**config.mk**
```make
export PLATFORM = sky130hd
export DESIGN_NAME = ripple_counter
export DESIGN_NICKNAME = d
export VERILOG_FILES = /design/src/rtl/ripple_counter_pkg.sv /design/src/rtl/ripple_counter_tff.sv /design/src/rtl/ripple_counter.sv
export SDC_FILE = /design/constraint.sdc
export NUM_CORES = 1
export LEC_CHECK = 0
export BUFFER_PORTS_ARGS = -buffer_cell sky130_fd_sc_hd__buf_4
export CORE_AREA = 2 2 39 41
export CTS_CLUSTER_DIAMETER = 30
export DETAILED_ROUTE_END_ITERATION = 10
export DIE_AREA = 0 0 41 43
export GPL_TIMING_DRIVEN = 1
export HOLD_SLACK_MARGIN = 0.08
export SETUP_SLACK_MARGIN = 0.4
export SLEW_MARGIN = 40
export SYNTH_ARGS = -nofsm -noshare
export SYNTH_HDL_FRONTEND = slang
export SYNTH_SLANG_ARGS = --single-unit
```
**constraint.sdc**
```tcl
create_clock -name clk -period 0.8 [get_ports clk]
set_clock_uncertainty 0.2 [all_clocks]
set_input_delay 0.08 -clock clk [delete_from_list [all_inputs] [get_ports clk]]
set_output_delay 0.08 -clock clk [all_outputs]
set_load 0.1 [all_outputs]
```
**src/rtl/ripple_counter_pkg.sv**
```systemverilog
`default_nettype none
`timescale 1ns/1ps
// ============================================================================
//  Module   : ripple_counter_pkg
//  Purpose  : Shared constants for the asynchronous ripple counter.
//  Revision : 1.0  initial release
// ============================================================================
package ripple_counter_pkg;

    localparam int RIPPLE_COUNTER_DEFAULT_WIDTH = 8;

endpackage : ripple_counter_pkg
`default_nettype wire

```
**src/rtl/ripple_counter_tff.sv**
```systemverilog
`default_nettype none
`timescale 1ns/1ps
// ============================================================================
//  Module   : ripple_counter_tff
//  Purpose  : Toggle flip-flop with selectable trigger edge and async reset.
//  Revision : 1.0  initial release
// ============================================================================
module ripple_counter_tff #(
    parameter bit NEG_EDGE = 1'b0
) (
    input  logic clk_in,
    input  logic reset,
    output logic q_out
);

    logic r_q;

    generate
        if (NEG_EDGE) begin : g_neg_edge
            // Inner stages toggle when the previous bit falls 1->0 (carry out).
            always_ff @(negedge clk_in or posedge reset) begin
                if (reset) begin
                    r_q <= 1'b0;
                end else begin
                    r_q <= ~r_q;
                end
            end
        end else begin : g_pos_edge
            always_ff @(posedge clk_in or posedge reset) begin
                if (reset) begin
                    r_q <= 1'b0;
                end else begin
                    r_q <= ~r_q;
                end
            end
        end
    endgenerate

    assign q_out = r_q;

endmodule : ripple_counter_tff
`default_nettype wire

```
**src/rtl/ripple_counter.sv**
```systemverilog
`default_nettype none
`timescale 1ns/1ps
// ============================================================================
//  Module   : ripple_counter
//  Purpose  : Asynchronous binary up-counter built from a chain of TFFs.
//  Revision : 1.0  initial release
// ============================================================================
module ripple_counter
    import ripple_counter_pkg::*;
#(
    parameter int WIDTH = RIPPLE_COUNTER_DEFAULT_WIDTH
) (
    input  logic             clk,
    input  logic             reset,
    output logic [WIDTH-1:0] q
);

    logic [WIDTH-1:0] w_q;

    // Each stage is clocked by the bit below it, so q is not synchronous to clk.
    generate
        for (genvar i = 0; i < WIDTH; i++) begin : g_stage
            if (i == 0) begin : g_lsb
                ripple_counter_tff #(
                    .NEG_EDGE (1'b0)
                ) u_tff (
                    .clk_in (clk),
                    .reset  (reset),
                    .q_out  (w_q[i])
                );
            end else begin : g_carry
                ripple_counter_tff #(
                    .NEG_EDGE (1'b1)
                ) u_tff (
                    .clk_in (w_q[i-1]),
                    .reset  (reset),
                    .q_out  (w_q[i])
                );
            end
        end
    endgenerate

    assign q = w_q;

endmodule : ripple_counter
`default_nettype wire

```
==> metrics.md, run 1 <==
| Metric | Value |
|---|---|
| First-pass GRT wire length | `489 microns` |
| Total track usage | `3.76%` |
| Final hold vios | `1` |
| Worst EP required | `520 ps` |
| Critical path type | `reg2out` |
| Finish-stage setup viols | `2` |
| Critical Path Fanout Max | `2` |
| Vias in the first global route | `127` |
| Status | `finished with violations` |
| Reg clk slew, reported paths | `0 ps` |
| GRT overflow | `0` |
| Syn nets | `27` |
| Slowest CP cell | `dfrtp_1` |
| DR WL/cell | `7.25 microns` |
| Yosys warnings | `0` |
| Buf/Inv on CP | `1` |
| RSZ-0062 raised after global routing | `true` |
| Element type at the critical path end | `output port` |
| Register pins left without a clock | `7` |
| # Post-CTS Setup Buffers | `0` |
| Failing checks | `negative hold slack, negative setup slack` |
| GRT met2 Usage | `7.19%` |
| Fillers | `147` |
| Cell Rows | `14` |
| CP max stage delay | `380 ps` |
| Max IR drop VDD | `0.000218 V` |
| Sequential fraction of the synthesis area | `68.1%` |
| Synth Register Bits | `8` |
| Mapped Area | `294 sq um` |
| Final net count | `32` |
| M1 GR Usage | `4.67%` |
| Post-DRT Antenna Nets | `0` |
| Area of the core | `0.00138 sq mm` |
| DR pass1 iterations | `2` |
| Die area | `0.00176 sq mm` |
| Die height | `43 microns` |
| Busiest grt layer | `met2` |
| Fin crit period | `843 ps` |
| Met3 Use GR | `0%` |
| Layout area overhead | `18.7%` |
| FMAX | `1190 MHz` |
| HP Class | `in2async` |
| Via count | `135` |
| Endpoints left unconstrained | `14` |
| Mapped Cells | `25` |
| IO Pins | `10` |
| Worst-margin pin slew | `280 ps` |
| Final WL | `319 microns` |
| Initial antenna violation count | `0` |
| Family with the most delay on the worst path | `flip-flops` |
| Die width | `41 microns` |
| Footprint of the multi-input gates | `0 sq um` |
| Number of antenna diodes | `0` |
| #MultiIn Comb | `0` |
| PD cells | `189 mW/mm^2` |
| CP Launch Type | `flip-flop` |
| Pins Over Slew Limit | `0` |
| Fraction of layout cells with a size suffix above 1 | `39.3%` |
| Max-Cap Viols | `0` |
| Routed vias/inst | `3.07` |
| Initial DRC Count | `4` |
| Worst skew pair latency | `0 ps` |
| Largest net degree at the start of global routing | `8` |
| HPWL Detailed | `300 microns` |
| # port buffers | `9` |
| DRC viols | `0` |
| PnR worst setup slack | `-42.8 ps` |
| Rel. slew slack | `81.5%` |
| Final period utilization | `105%` |
| CP Data Arrival Time | `560 ps` |
| Synth unique cells | `4` |
| Leakage | `0.000218 uW` |
| Synth Area per Inst | `11.8 sq um` |
| Effective utilization at floorplan | `21.2%` |
| Setup TNS | `-77.9 ps` |
| Final hold slack | `-265 ps` |
| Placer Congestion | `0.547` |
| Worst path cell trace | `buf_12` |
per-stage QoR:
step / setup WS [ps] / total power, uW / instances / util, % / area [sq um]
after floorplan: -45.4 / 57.7 / 25 / - / 307
after global placement: -87.4 / 66.6 / 44 / 24.3 / 337
after detailed placement: -92.7 / 67.3 / 44 / 24.3 / 337
after CTS: -45.4 / 67.3 / 44 / 25.2 / 349
after global routing: -71.0 / 68.7 / 44 / 25.2 / 349
final: -42.8 / 66.1 / 44 / 25.2 / 349
registers in the layout, indices dropped and copies added (netlist names):
signal and flops:
g_stage.g_carry.u_tff.q_out 7, g_stage.g_lsb.u_tff.q_out 1
power breakdown:
group / internal, uW / switching [uW] / total, uW
logic: 6.61 / 8.08 / 14.7
clock network: 0 / 0 / 0
registers: 51.4 / 0 / 51.4
total: 58.0 / 8.08 / 66.1
timing repair:
item                                    in CTS  in global routing
gates cloned                                 0                  0
hold endpoints to repair                     1                  1
endpoints found under the setup margin       2                  2
resized for setup                            3                  0
worst paths after layout:
path	start	endpoint	slack, ps	depth (start not counted)
worst max-delay path	g_stage[0].g_lsb.u_tff.q_out$_DFF_PP0_	q[0]	-40	1
worst min-delay path	reset	g_stage[0].g_lsb.u_tff.q_out$_DFF_PP0_	-260	2
worst max register to register	g_stage[0].g_lsb.u_tff.q_out$_DFF_PP0_	g_stage[0].g_lsb.u_tff.q_out$_DFF_PP0_	-40	2
worst min register to register	g_stage[0].g_lsb.u_tff.q_out$_DFF_PP0_	g_stage[0].g_lsb.u_tff.q_out$_DFF_PP0_	370	2
max in group asynchronous	reset	g_stage[0].g_lsb.u_tff.q_out$_DFF_PP0_	560	2
min in group clk	g_stage[0].g_lsb.u_tff.q_out$_DFF_PP0_	g_stage[0].g_lsb.u_tff.q_out$_DFF_PP0_	370	2
layout make-up:
type | count | area, sq um | area share (%)
sequential | 8 | 200 | 57.3
timing repair buffer | 11 | 95.1 | 27.2
inverter | 9 | 33.8 | 9.68
tap | 16 | 20.0 | 5.73
cell usage after synthesis, drive strengths merged:
cell / number / share of area, %
dfrtn: 7 / 60
inv: 9 / 11
buf: 8 / 20
dfrtp: 1 / 8.5
per-layer routing:
metal	part of all wire, %	vias up
met5	0	-
met4	0	0
met3	9.7	0
met2	45	9
met1	45	60
li1	-	66
cells in the final DEF, fill, tap and decap left out, drive strengths merged:
master  instances
buf            11
inv             9
dfrtn           7
dfrtp           1
kinds of logic (layout without fill, tap and decap cells):
group	count (synthesis)	after routing	synth area share (%)
buffers and inverters	17	20	31.9
flip-flops	8	8	68.1
Power figures use the tool's default switching activity.
==> inputs of run 2 (changes only) <==
CAP_MARGIN = 20   (was not set)
REMOVE_ABC_BUFFERS = 1   (was not set)
==> metrics.md, run 2 (synthesized netlist as in run 1, its figures left out) <==
| Metric | Value |
|---|---|
| Final WL | `380 microns` |
| Final Non-Filler Cells | `43` |
| IO Pins | `10` |
| Cell Rows | `14` |
| R2R cell count | `1` |
| R2R Setup Slk | `40 ps` |
| PD cells | `195 mW/mm^2` |
| CP max stage delay | `390 ps` |
| Fin crit period | `859 ps` |
| Worst skew pair latency | `0 ps` |
| Worst-margin pin slew | `280 ps` |
| Crit path depth | `1` |
| Critical Path Fanout Max | `3` |
| Via count | `136` |
| Number of antenna diodes | `0` |
| Max-Cap Viols | `0` |
| # port buffers | `9` |
| Setup TNS | `-58.8 ps` |
| PnR worst setup slack | `-58.8 ps` |
| Die area | `0.00176 sq mm` |
| Most frequent cells in the layout | `inv_1 (9), buf_4 (9), dfrtn_1 (7), dfrtp_1 (1), buf_12 (1)` |
| Max IR drop VDD | `0.000224 V` |
| HP Class | `in2async` |
| Initial antenna violation count | `0` |
| Family with the most delay on the worst path | `flip-flops` |
| Final period utilization | `107%` |
| Slowest CP cell | `dfrtp_1` |
| Endpoints left unconstrained | `14` |
| Uppermost layer routed | `met3` |
| Reg clk slew, reported paths | `0 ps` |
| DR WL/cell | `8.84 microns` |
| Fraction of layout cells with a size suffix above 1 | `37.0%` |
| First-pass GRT wire length | `696 microns` |
| Register pins left without a clock | `7` |
| DRT met1 WL | `162 microns` |
| DRC viols | `0` |
| Element type at the critical path end | `output port` |
| Setup crit end | `q[0]` |
| Met3 wire length | `65 microns` |
| Footprint of the multi-input gates | `0 sq um` |
| CP Launch Point | `g_stage[0].g_lsb.u_tff.q_out$_DFF_PP0_` |
| Routed vias/inst | `3.16` |
| DP Worst Slack | `-125 ps` |
| Max FFs per register | `7` |
| R2r endpoint | `g_stage[0].g_lsb.u_tff.q_out$_DFF_PP0_` |
| Finish-stage setup viols | `1` |
| Final hold slack | `-261 ps` |
| Die width | `41 microns` |
| Layout area overhead | `16.2%` |
| CP Data Arrival Time | `580 ps` |
| Total track usage | `5.26%` |
| Vias in the first global route | `163` |
| Leakage | `0.000214 uW` |
| Rel. slew slack | `81.5%` |
| Routed wl met2 | `152 microns` |
| Final hold vios | `1` |
| Critical path type | `reg2out` |
| Die height | `43 microns` |
| Area after DPL | `329 sq um` |
| Failing checks | `negative hold slack, negative setup slack` |
| Post-DRT Antenna Nets | `0` |
| Buf/Inv on CP | `1` |
| Initial DRC Count | `0` |
| Worst EP required | `520 ps` |
| Pins Over Slew Limit | `0` |
| Status | `finished with violations` |
| Tot Pwr | `66.5 uW` |
| Placer Congestion | `0.530` |
| RSZ-0062 raised after global routing | `true` |
| Largest net degree at the start of global routing | `8` |
| Final net count | `31` |
| Effective utilization at floorplan | `21.2%` |
| DR pass1 iterations | `1` |
| HPWL Detailed | `334 microns` |
| Area of the core | `0.00138 sq mm` |
| Final Instance Area | `342 sq um` |
| RR Startpoint | `g_stage[0].g_lsb.u_tff.q_out$_DFF_PP0_` |
| GRT overflow | `0` |
| Worst path cell trace | `buf_12` |
| Post-Place Cells | `43` |
| CP Launch Type | `flip-flop` |
| #MultiIn Comb | `0` |
| FMAX | `1160 MHz` |
[run 2: timing repair]
item | CTS | global route
setup endpoints to repair | 2 | 2
resized for setup | 3 | 0
setup buffers | 0 | 0
cloned | 0 | 0
hold endpoints to repair | 1 | 1
pin swaps | 0 | 0
[run 2: worst min path at each step]
stage | startpoint | end | slack [ps]
CTS | reset | g_stage[0].g_lsb.u_tff.q_out$_DFF_PP0_ | -260
floorplan | reset | g_stage[0].g_lsb.u_tff.q_out$_DFF_PP0_ | -300
global route | reset | g_stage[0].g_lsb.u_tff.q_out$_DFF_PP0_ | -250
detailed placement | reset | g_stage[0].g_lsb.u_tff.q_out$_DFF_PP0_ | -260
global placement | reset | g_stage[0].g_lsb.u_tff.q_out$_DFF_PP0_ | -250
finish | reset | g_stage[0].g_lsb.u_tff.q_out$_DFF_PP0_ | -260
[run 2: stage by stage]
step | util (%) | hold WS, ps
after floorplan | - | -304
after global placement | 23.8 | -252
after detailed placement | 23.8 | -258
after CTS | 24.7 | -258
after global routing | 24.7 | -246
final | 24.7 | -261
[run 2: power breakdown]
| part | switching, uW | internal (uW) | total, uW |
|---|---|---|---|
| registers | 0 | 51.4 | 51.4 |
| clock network | 0 | 0 | 0 |
| logic | 8.49 | 6.61 | 15.1 |
| total | 8.49 | 58.0 | 66.5 |
[run 2: routing by layer]
layer | vias up | track usage, %
met4 | 0 | 0
met1 | 64 | 7.92
met3 | 0 | 1.05
li1 | 62 | -
met2 | 10 | 8.13
met5 | - | 0
[run 2: layout make-up]
type                    instances  area (sq um)
inverters                       9          33.8
flip-flops and latches          8           200
well taps                      16          20.0
repair buffers                 10          87.6
fillers                       152          1040
